### config.mk
export PLATFORM = sky130hd
export DESIGN_NAME = rom_dl_router
export DESIGN_NICKNAME = d
export VERILOG_FILES = /design/src/rtl/rom_dl_pkg.sv /design/src/rtl/rom_region_decode.sv /design/src/rtl/rom_dl_router.sv
export SDC_FILE = /design/constraint.sdc
export NUM_CORES = 1
export LEC_CHECK = 0
export CAP_MARGIN = 20
export CORE_UTILIZATION = 45
export DETAILED_ROUTE_END_ITERATION = 8
export HOLD_SLACK_MARGIN = 0.05
export PLACE_DENSITY = 0.89
export SLEW_MARGIN = 20
export SYNTH_ARGS = -nofsm -noshare
export SYNTH_HDL_FRONTEND = slang
export SYNTH_SLANG_ARGS = --single-unit
### constraint.sdc
create_clock -name clk_sys -period 2.8 [get_ports clk_sys]
set_input_delay 0.56 -clock clk_sys [delete_from_list [all_inputs] [get_ports clk_sys]]
set_output_delay 0.56 -clock clk_sys [all_outputs]
set_load 0.1 [all_outputs]
### src/rtl/rom_dl_pkg.sv
// Shared ROM download definitions: region map, region count and download FSM states.
// Reused by the router and by any loader that needs the same address decode.
package rom_dl_pkg;

  localparam int NUM_REGIONS = 6;
  localparam int DN_ADDR_W   = 17;

  // Index 0 is the main CPU region; the map is contiguous and ascending.
  localparam logic [NUM_REGIONS-1:0][DN_ADDR_W-1:0] REGION_BASE = {
    17'h1B000, 17'h15000, 17'h0F000, 17'h0C000, 17'h0A000, 17'h00000
  };
  localparam logic [NUM_REGIONS-1:0][DN_ADDR_W-1:0] REGION_LIMIT = {
    17'h1BFFF, 17'h1AFFF, 17'h14FFF, 17'h0EFFF, 17'h0BFFF, 17'h09FFF
  };

  typedef enum logic [2:0] {
    IDLE,
    LOAD,
    HOLD,
    DONE,
    ERROR
  } dl_state_t;

endpackage

### src/rtl/rom_region_decode.sv
// Combinational ROM address to one-hot region decode; zero latency, no flow control.
// Addresses outside every region decode to all zeros.
module rom_region_decode
  import rom_dl_pkg::*;
(
  input  logic [DN_ADDR_W-1:0]   addr,
  output logic [NUM_REGIONS-1:0] region_hit
);

  always_comb begin
    region_hit    = '0;
    region_hit[0] = (addr <= REGION_LIMIT[0]);
    for (int i = 1; i < NUM_REGIONS; i++) begin
      region_hit[i] = (addr >= REGION_BASE[i]) && (addr <= REGION_LIMIT[i]);
    end
  end

endmodule

### src/rtl/rom_dl_router.sv
// ROM download router: decodes HPS bytes into regions, forwards them 1 cycle later, gates core reset.
// No backpressure (every in-range strobe is taken); optional running checksum under ROM_DL_CHECKSUM_EN.
module rom_dl_router
  import rom_dl_pkg::*;
#(
  parameter logic [16:0] TOTAL_BYTES = 17'h1C000,
  parameter int          HOLD_CYCLES = 16
) (
  input  logic        clk_sys,
  input  logic        reset,
  input  logic        ioctl_download,
  input  logic        ioctl_wr,
  input  logic [24:0] ioctl_addr,
  input  logic [7:0]  ioctl_dout,
  output logic [16:0] dn_addr,
  output logic [7:0]  dn_data,
  output logic        dn_wr,
  output logic [5:0]  region_we,
  output logic        rom_ready,
  output logic        core_reset,
  output logic        dl_error,
  output logic [16:0] byte_count,
  output logic [15:0] checksum
);

  localparam logic [7:0] HOLD_LOAD = 8'(HOLD_CYCLES - 1);

  dl_state_t              state, state_nxt;
  logic                   dl_q;
  logic                   dl_rise, dl_fall;
  logic                   in_range, wr_req, accept, reject, len_ok;
  logic [7:0]             hold_cnt;
  logic [NUM_REGIONS-1:0] region_hit;

  assign dl_rise  = ioctl_download & ~dl_q;
  assign dl_fall  = ~ioctl_download & dl_q;
  assign in_range = (ioctl_addr < {8'd0, TOTAL_BYTES});
  assign wr_req   = (state == LOAD) & ioctl_download & ioctl_wr;
  assign accept   = wr_req & in_range;
  assign reject   = wr_req & ~in_range;
  assign len_ok   = (byte_count == TOTAL_BYTES) & ~dl_error;

  rom_region_decode u_decode (
    .addr       (ioctl_addr[16:0]),
    .region_hit (region_hit)
  );

  always_comb begin
    state_nxt = state;
    if (dl_rise) begin
      state_nxt = LOAD;
    end else begin
      case (state)
        LOAD:    if (dl_fall) state_nxt = len_ok ? HOLD : ERROR;
        HOLD:    if (hold_cnt == 8'd0) state_nxt = DONE;
        default: state_nxt = state;
      endcase
    end
  end

  // dl_q captures the live download level in reset so a window that is
  // still open when reset releases never looks like a fresh rising edge.
  always_ff @(posedge clk_sys) begin
    if (reset) begin
      state      <= IDLE;
      dl_q       <= ioctl_download;
      hold_cnt   <= 8'd0;
      dn_addr    <= 17'd0;
      dn_data    <= 8'd0;
      dn_wr      <= 1'b0;
      region_we  <= '0;
      byte_count <= 17'd0;
      dl_error   <= 1'b0;
      core_reset <= 1'b1;
      rom_ready  <= 1'b0;
    end else begin
      state     <= state_nxt;
      dl_q      <= ioctl_download;
      dn_wr     <= accept;
      region_we <= accept ? region_hit : '0;
      if (accept) begin
        dn_addr <= ioctl_addr[16:0];
        dn_data <= ioctl_dout;
      end
      if (state == LOAD) begin
        hold_cnt <= HOLD_LOAD;
      end else if (state == HOLD && hold_cnt != 8'd0) begin
        hold_cnt <= hold_cnt - 8'd1;
      end
      if (dl_rise) begin
        byte_count <= 17'd0;
        dl_error   <= 1'b0;
      end else begin
        if (accept && byte_count != 17'h1FFFF) byte_count <= byte_count + 17'd1;
        if (reject || (state == LOAD && dl_fall && !len_ok)) dl_error <= 1'b1;
      end
      core_reset <= (state_nxt != DONE);
      rom_ready  <= (state_nxt == DONE);
    end
  end

`ifdef ROM_DL_CHECKSUM_EN
  logic [15:0] sum_q;

  always_ff @(posedge clk_sys) begin
    if (reset) begin
      sum_q <= 16'd0;
    end else if (dl_rise) begin
      sum_q <= 16'd0;
    end else if (accept) begin
      sum_q <= sum_q + {8'd0, ioctl_dout};
    end
  end

  assign checksum = sum_q;
`else
  assign checksum = 16'd0;
`endif

endmodule
## Yosys cells after proc, flatten, opt, wreduce, memory -nomap -nowiden

Cells that the tools add are included.

| word-level totals | value |
|---|---|
| input port bits | 37 |
| bits in registers | 64 |

| operators by class | value |
|---|---|
| reductions and logical operators | 17 |
| bitwise gates (word level) | 12 |
| muxes and demuxes | 7 |
| $add $sub $neg | 2 |
| $lt $le $gt $ge | 12 |
| equality and inequality tests | 6 |

Operators with widths:

| operator | count |
|---|---|
| 17-bit by 16-bit greater-or-equal comparator with 1-bit output, second input constant | 3 |
| 17-bit by 16-bit <= comparator with 1-bit output, second input constant | 3 |
| 17-bit <= comparator, second input constant | 3 |
| 17-bit greater-or-equal comparator, second input constant | 2 |
| 25-bit by 17-bit < comparator with 1-bit output, second input constant | 1 |
| 17-bit by 1-bit adder with 17-bit output, second input constant | 1 |
| 17-bit equality test, second input constant | 1 |
| 17-bit != test, second input constant | 1 |
| 3-bit two-way mux | 4 |
| 1-bit logical AND | 9 |
| 8-bit logical NOT | 1 |
| 4-bit two-way mux | 2 |
| 8-bit nonzero test | 1 |
| 8-bit by 1-bit subtractor with 8-bit output, second input constant | 1 |
| 1-bit AND | 7 |
| 3-bit by 2-bit equality test with 1-bit output, second input constant | 2 |
| 3-bit case mux with 2 select lines | 1 |
| 2-bit OR reduction | 3 |
| 1-bit NOT | 5 |
| 3-bit by 1-bit equality test with 1-bit output, second input constant | 1 |
| 3-bit by 2-bit != test with 1-bit output, second input constant | 1 |
| 2-bit nonzero test | 1 |
| 1-bit logical NOT | 1 |
| 1-bit logical OR | 1 |

## Logic depth before layout (Yosys ltp)

Gate-level depths: netlist (run 1).

| logic depth | value |
|---|---|
| word-level depth | 7 |
| depth in mapped cells | 9 |
| depth with buffers taken out | 9 |

## By module

Synthesis (run 1) repeated with hierarchy kept, for this count alone.

| second synthesis, totals | value |
|---|---|
| cell total of the unflattened synthesis | 358 |
| area total of the unflattened synthesis | 3101.7 µm² |

Modules (own cells, without submodules):

| module | area each (µm²) | cells an instance | instances | sequential area each (µm²) |
|---|---|---|---|---|
| rom_dl_router | 3002.9 | 344 | 1 | 1281.2 |
| rom_region_decode | 98.8 | 14 | 1 | 0.0 |

## Worst setup path after synthesis (run 1)

Ideal clock, no wire load.

| path | value |
|---|---|
| path kind | register to register |
| from | reg byte_count[7] |
| to | reg byte_count[7] |
| path buffers | 0 |
| data required time | 2730 ps |
| period minus slack after synthesis | 2763 ps |
| arrival | 2692 ps |
| stages on the path, launching flop included | 10 |
| path slack | 37 ps |
| path through | dfxtp_1 nand3_1 nor2_1 nand4_1 nor2_1 ha_1 and3b_1 or3b_2 or4_1 a21oi_1 |

| between the ends | value |
|---|---|
| cells in the longest elaborated chain, start to end | 2 |
| elaborated cells on any way between the ends | 3 |

Ends and longest elaborated chain:

| what | RTL line | text |
|---|---|---|
| start: declaration | rom_dl_router.sv:22 | `output logic [16:0] byte_count,` |
| start signal: assignment | rom_dl_router.sv:94 | `if (accept && byte_count != 17'h1FFFF) byte_count <= byte_count + 17'd1;` |
| parallel branches: the longest is 2 deep, another holds 17-bit by 1-bit adder with 17-bit output | n/a |  |

Several ways; the timed one is not identified.
A chain may end at the register's enable or synchronous reset.

## Worst setup path after layout (run 1)

| path | value |
|---|---|
| from | reg byte_count[0] |
| to | reg byte_count[7] |

The elaborated chain is that of the path after synthesis.

==> out/qor.csv, run 1 <==
metric,value,unit
drive_above_1_share,20.2,%
period_minus_slack,2.47,ns
nets,481,
hold_start,dn_addr[3],
rsz0062_at_grt,false,
worstSetupStartpoint,byte_count[0],
cts_buffers,9,
period_share,88.3,%
drtPass1Iterations,4,
async_flop_share,0,%
hold_path.class,reg -> reg,
clock.fmax,0.405,GHz
worstSetupEndpoint,byte_count[7],
root_buffer,clkbuf_8,
dp_cells,506,
clockBufferDepth,2,
dp_hpwl,5630,um
syn-cell-area,2980,um2
wl_per_cell,14.9,um
worstSkewPairLatency,0.34,ns
outcome,finished clean,
final_cells,522,
maxSlewHeadroom,65.1,%
dieHeight,83.3,um
r2r_cells,8,
worst_slew_pin_slew,0.522,ns
ys_ff_latch,64,
finalPower,2.03,mW
grt_usage,23.2,%
netlist_instances,352,
route.detailed.drc,0,
synth.area.top_cells,"dfxtp_1 (43%), a21oi_1 (7.6%), nand3_1 (5.2%)",
ys_seq_area_share,43.0,%
max_cap_viol_count,0,
vias_per_cell,5.68,
portBuffers,88,
tritoncts,built,
design.die.area,6950,um2
yosys.area.top_type_share,43.0,%
r2r_setup_slack,0.33,ns
core-area,6390,um2
skew,0.00576,ns
rows,29,
synth_ff_type,dfxtp_1,
power_leakage,1.48,nW
grt_pass1_wl,12900,um
antenna_left,0,
yosysWarnings,0,
setup_viol,0,
grt_max_degree,33,
diodes,0,
antenna_found_initial,0,
endpoint_kind,register,
io_pins,105,
synth_edf_count,0,
finalSetupTns,0,ns
fp.dieW,83.3,um
overflow,0,
r2r-start,byte_count[0],
ys_types,47,
cp_max_fo,6,
hold_viol,0,
htree_levels,3,
critPathLaunchType,register,
cts.sinks,64,
grt_pass1_vias,2805,
place.gp.congestion,0.850,
wl,7780,um
first_iter_violations,156,
slew_violations,0,
vias,2966,
avgSynthCellArea,8.46,um2
r2r_end,byte_count[7],
cp.arrival,2.74,ns
path_class,reg -> reg,
start_util,46.6,%
clk_pin_slew,0.07,ns
vdd_ir_drop_max,0.000368,V
post_cts_buffers,0,
postCtsResizedCells,0,
required,3.07,ns
pwr_density_cell,508,nW/um2
cts_hold_buf,0,
area_delta_synth_final,34.0,%
yosys.area.top_type,dfxtp_1,
[synth_stat cells, drive strengths merged, types with 2 or more instances]
library cell	n
a311oi	2
buf	18
nor4b	2
o41ai	2
a21oi	45
dfxtp	64
nor4	6
or4	15
nor3b	3
nand2	9
o21a	2
nor3	8
o21bai	2
nor2b	2
nand2b	2
nand4b	2
nand4	12
o31ai	12
and3b	4
ha	4
nand3	31
a211oi	6
o21ai	29
clkbuf	21
nor2	13
a31o	3
or3	3
or3b	4
inv	11
[placed cells by master (no fill, tap or decap), types with 2 or more instances in the layout]
cell and instances:
buf_4 65, dfxtp_1 64, a21oi_1 45, clkdlybuf4s50_1 36, nand3_1 31, o21ai_0 29
conb_1 16, or4_1 15, clkbuf_8 13, nand4_1 12, nor2_1 12, o31ai_1 12
inv_1 11, nand2_1 9, nor3_1 8, a211oi_1 6, nor4_1 6, and3b_1 4
ha_1 4, or3b_2 3, nor3b_1 3, or3_1 3, a31o_2 3, a311oi_1 2
o21a_1 2, nor2b_1 2, nor4b_1 2, o21bai_1 2, nand2b_1 2, o41ai_1 2
nand4b_1 2
[worst max-delay path: stages (launching register included)]
cell	delay, ns
dfxtp_1	0.37
ha_1	0.27
nand4_1	0.10
nor2_1	0.06
ha_1	0.24
and3b_1	0.32
or3b_2	0.49
or4_1	0.41
a21oi_1	0.15
[final cells by class]
| type | instances | area (um2) |
|---|---|---|
| clock buffer | 14 | 183 |
| fill | 550 | 2390 |
| timing repair buffer | 101 | 848 |
| multi-input combinational | 253 | 1510 |
| tap | 77 | 96.3 |
| clock inverter | 2 | 35.0 |
| inverter | 11 | 41.3 |
| sequential | 64 | 1280 |
[flip-flops by register name (all words and copies together) (netlist names)]
| signal | flops |
|---|---|
| byte_count | 17 |
| core_reset | 1 |
| dl_error | 1 |
| dl_q | 1 |
| dn_addr | 17 |
| dn_data | 8 |
| dn_wr | 1 |
| hold_cnt | 8 |
| region_we | 6 |
| rom_ready | 1 |
| state | 3 |
[per-layer routing]
layer	vias up	share of wire [%]	GRT usage, %
li1	1467	-	-
met1	1396	43	27.0
met2	91	49	39.0
met3	12	6.3	8.35
met4	0	1.5	8.31
met5	-	0	0
[stage by stage]
stage / cell area, um2 / hold WS (ns) / worst slack, ns / utilization, %
final: 3990 / 0.478 / 0.328 / 62.5
after global routing: 3990 / 0.491 / 0.193 / 62.5
after CTS: 3990 / 0.479 / 0.353 / 62.5
after detailed placement: 3770 / 0.469 / 0.181 / 59.1
after global placement: 3770 / 0.462 / 0.275 / 59.1
after floorplan: 3030 / 0.468 / 0.0372 / -
[how the worst min path moves through the flow]
| stage | end | cells past startpoint |
|---|---|---|
| global placement | dn_addr[1] | 2 |
| global route | dn_addr[1] | 2 |
| detailed placement | dn_addr[3] | 2 |
| finish | dn_addr[3] | 2 |
| CTS | dn_addr[3] | 2 |
| floorplan | hold_cnt[0] | 1 |
[cell families after synthesis]
kind of cell | after synthesis | share of synthesized area, %
AOI/OAI and AO/OA | 107 | 21.1
buffers and inverters | 50 | 8.36
and+or+nand+nor | 124 | 25.0
adders and majority gates | 4 | 1.68
DFF | 64 | 43.0
xor gates and xnor gates | 1 | 0.294
other | 1 | 0.126
muxes | 1 | 0.336
[where the power goes]
group	internal (mW)	total, mW	switching, mW
registers	0.919	0.928	0.00889
clock network	0.508	0.850	0.343
logic	0.0796	0.250	0.170
Note: power is estimated with default switching activity, not from simulation.
==> inputs of run 2 (changes only) <==
Settings changed: MAX_ROUTING_LAYER set to met4.
==> out/qor.csv, run 2 (same netlist as run 1, synthesis figures left out) <==
metric,value,unit,change
layout_commonest_cell,buf_4,,
diodes,0,,unchanged
dieHeight,83.3,um,unchanged
dp_hpwl,5630,um,unchanged
grt_usage,23.8,%,+0.62 points
grt_pass1_wl,12900,um,unchanged
vias,2963,,-0.10%
drtPass1Iterations,4,,unchanged
drive_above_1_share,20.2,%,unchanged
antenna_left,0,,unchanged
period_minus_slack,2.47,ns,-0.00476 ns
fp.dieW,83.3,um,unchanged
vias_per_cell,5.68,,-0.10%
grt_max_degree,33,,unchanged
tritoncts,built,,
area_delta_synth_final,34.0,%,unchanged
htree_levels,3,,unchanged
root_buffer,clkbuf_8,,
overflow,0,,unchanged
cp_num_cells,8,,unchanged
dp_cells,506,,unchanged
path_buf_inv,0,,unchanged
final_cells,522,,unchanged
cp.arrival,2.74,ns,about the same
place.gp.congestion,0.863,,+1.6%
layout_common_cells,"buf_4 (65), dfxtp_1 (64), a21oi_1 (45)",,
period_share,88.1,%,-0.17 points
design.die.area,6950,um2,unchanged
hold_path.class,reg -> reg,,
worst_slew_pin_slew,0.517,ns,-0.00545 ns
path_class,reg -> reg,,
core-area,6390,um2,unchanged
start_util,46.6,%,unchanged
wl,7810,um,+0.42%
utilization,62.5,%,unchanged
critPathSlowestCell,or3b_2,,
power_leakage,1.48,nW,unchanged
io_pins,105,,unchanged
rows,29,,unchanged
cts_buffers,9,,unchanged
first_iter_violations,176,,+13%
max_cap_viol_count,0,,unchanged
portBuffers,88,,unchanged
hold_viol,0,,unchanged
cpMostUsedCell,ha_1,,
worstSkewPairLatency,0.34,ns,about the same
r2r_cells,8,,unchanged
postCtsResizedCells,0,,unchanged
maxSlewHeadroom,65.5,%,+0.36 points
post_cts_buffers,0,,unchanged
vdd_ir_drop_max,0.000372,V,+1.0%
nets,481,,unchanged
finalSetupTns,0,ns,unchanged
antenna_found_initial,0,,unchanged
required,3.07,ns,about the same
clk_pin_slew,0.07,ns,about the same
outcome,finished clean,,
cts_hold_buf,0,,unchanged
pwr_density_cell,508,nW/um2,about the same
route.detailed.drc,0,,unchanged
clock.fmax,0.405,GHz,+0.19%
wl_per_cell,15.0,um,+0.42%
slew_violations,0,,unchanged
skew,0.00552,ns,-0.000243 ns
biggestRegsByFlops,"byte_count (17), dn_addr (17)",,
clockBufferDepth,2,,unchanged
endpoint_kind,register,,
cpLargestDelayFamily,simple AND/OR/NAND/NOR gates,,
hold_depth,2,,unchanged
cp_max_fo,6,,unchanged
grt_pass1_vias,2804,,-0.036%
cts.sinks,64,,unchanged
critPathMaxStageDelay,0.49,ns,about the same
rsz0062_at_grt,false,,
critPathLaunchType,register,,
setup_viol,0,,unchanged
path_cells,ha_1 > nand4_1 > nor2_1 > ha_1 > and3b_1 > or3b_2 > or4_1 > a21oi_1,,
-- run 2: cell counts in the layout (fill, tap and decap cells not counted) --
Identical to the previous run, type by type.
-- run 2: path summary, 6_finish.rpt --
| kind | endpoint | slack, ns | startpoint |
|---|---|---|---|
| setup / recovery | byte_count[7] | 0.33 | byte_count[0] |
| hold / removal | dn_addr[3] | 0.48 | dn_addr[3] |
| setup reg to reg | byte_count[7] | 0.33 | byte_count[0] |
| hold reg to reg | dn_addr[3] | 0.48 | dn_addr[3] |
-- run 2: worst min-delay path, delay by kind of cell, from the launching register on --
family	cells	cell delay, ns
compound gates	2	0.12
flops	1	0.31
-- run 2: area by class of cell --
| type | count | area [um2] |
|---|---|---|
| fill | 550 | 2390 |
| multi-input combinational | 253 | 1510 |
| sequential | 64 | 1280 |
| timing repair buffer | 101 | 848 |
| clock buffer | 14 | 183 |
| tap | 77 | 96.3 |
| inverter | 11 | 41.3 |
| clock inverter | 2 | 35.0 |
-- run 2: report_power, final --
group	leakage, nW	total, mW	switching [mW]	internal (mW)
Combinational	0.854	0.250	0.170	0.0796
Clock	0.113	0.851	0.344	0.508
Sequential	0.517	0.928	0.00889	0.919
Total	1.48	2.03	0.523	1.51
-- run 2: through the flow --
step	hold WS (ns)	worst slack [ns]	total power [mW]	area, um2
detailed placement	0.469	0.181	1.20	3770
global placement	0.462	0.275	1.19	3770
finish	0.479	0.333	2.03	3990
floorplan	0.468	0.0372	1.13	3030
global route	0.491	0.193	2.09	3990
CTS	0.479	0.353	2.04	3990
-- run 2: metal layers --
layer / part of all wire, % / vias up / global-route usage [%]
met3: 6.3 / 10 / 7.95
li1: - / 1464 / -
met4: 1.5 / 0 / 8.31
met5: 0 / - / -
met1: 44 / 1394 / 27.2
met2: 49 / 95 / 39.0
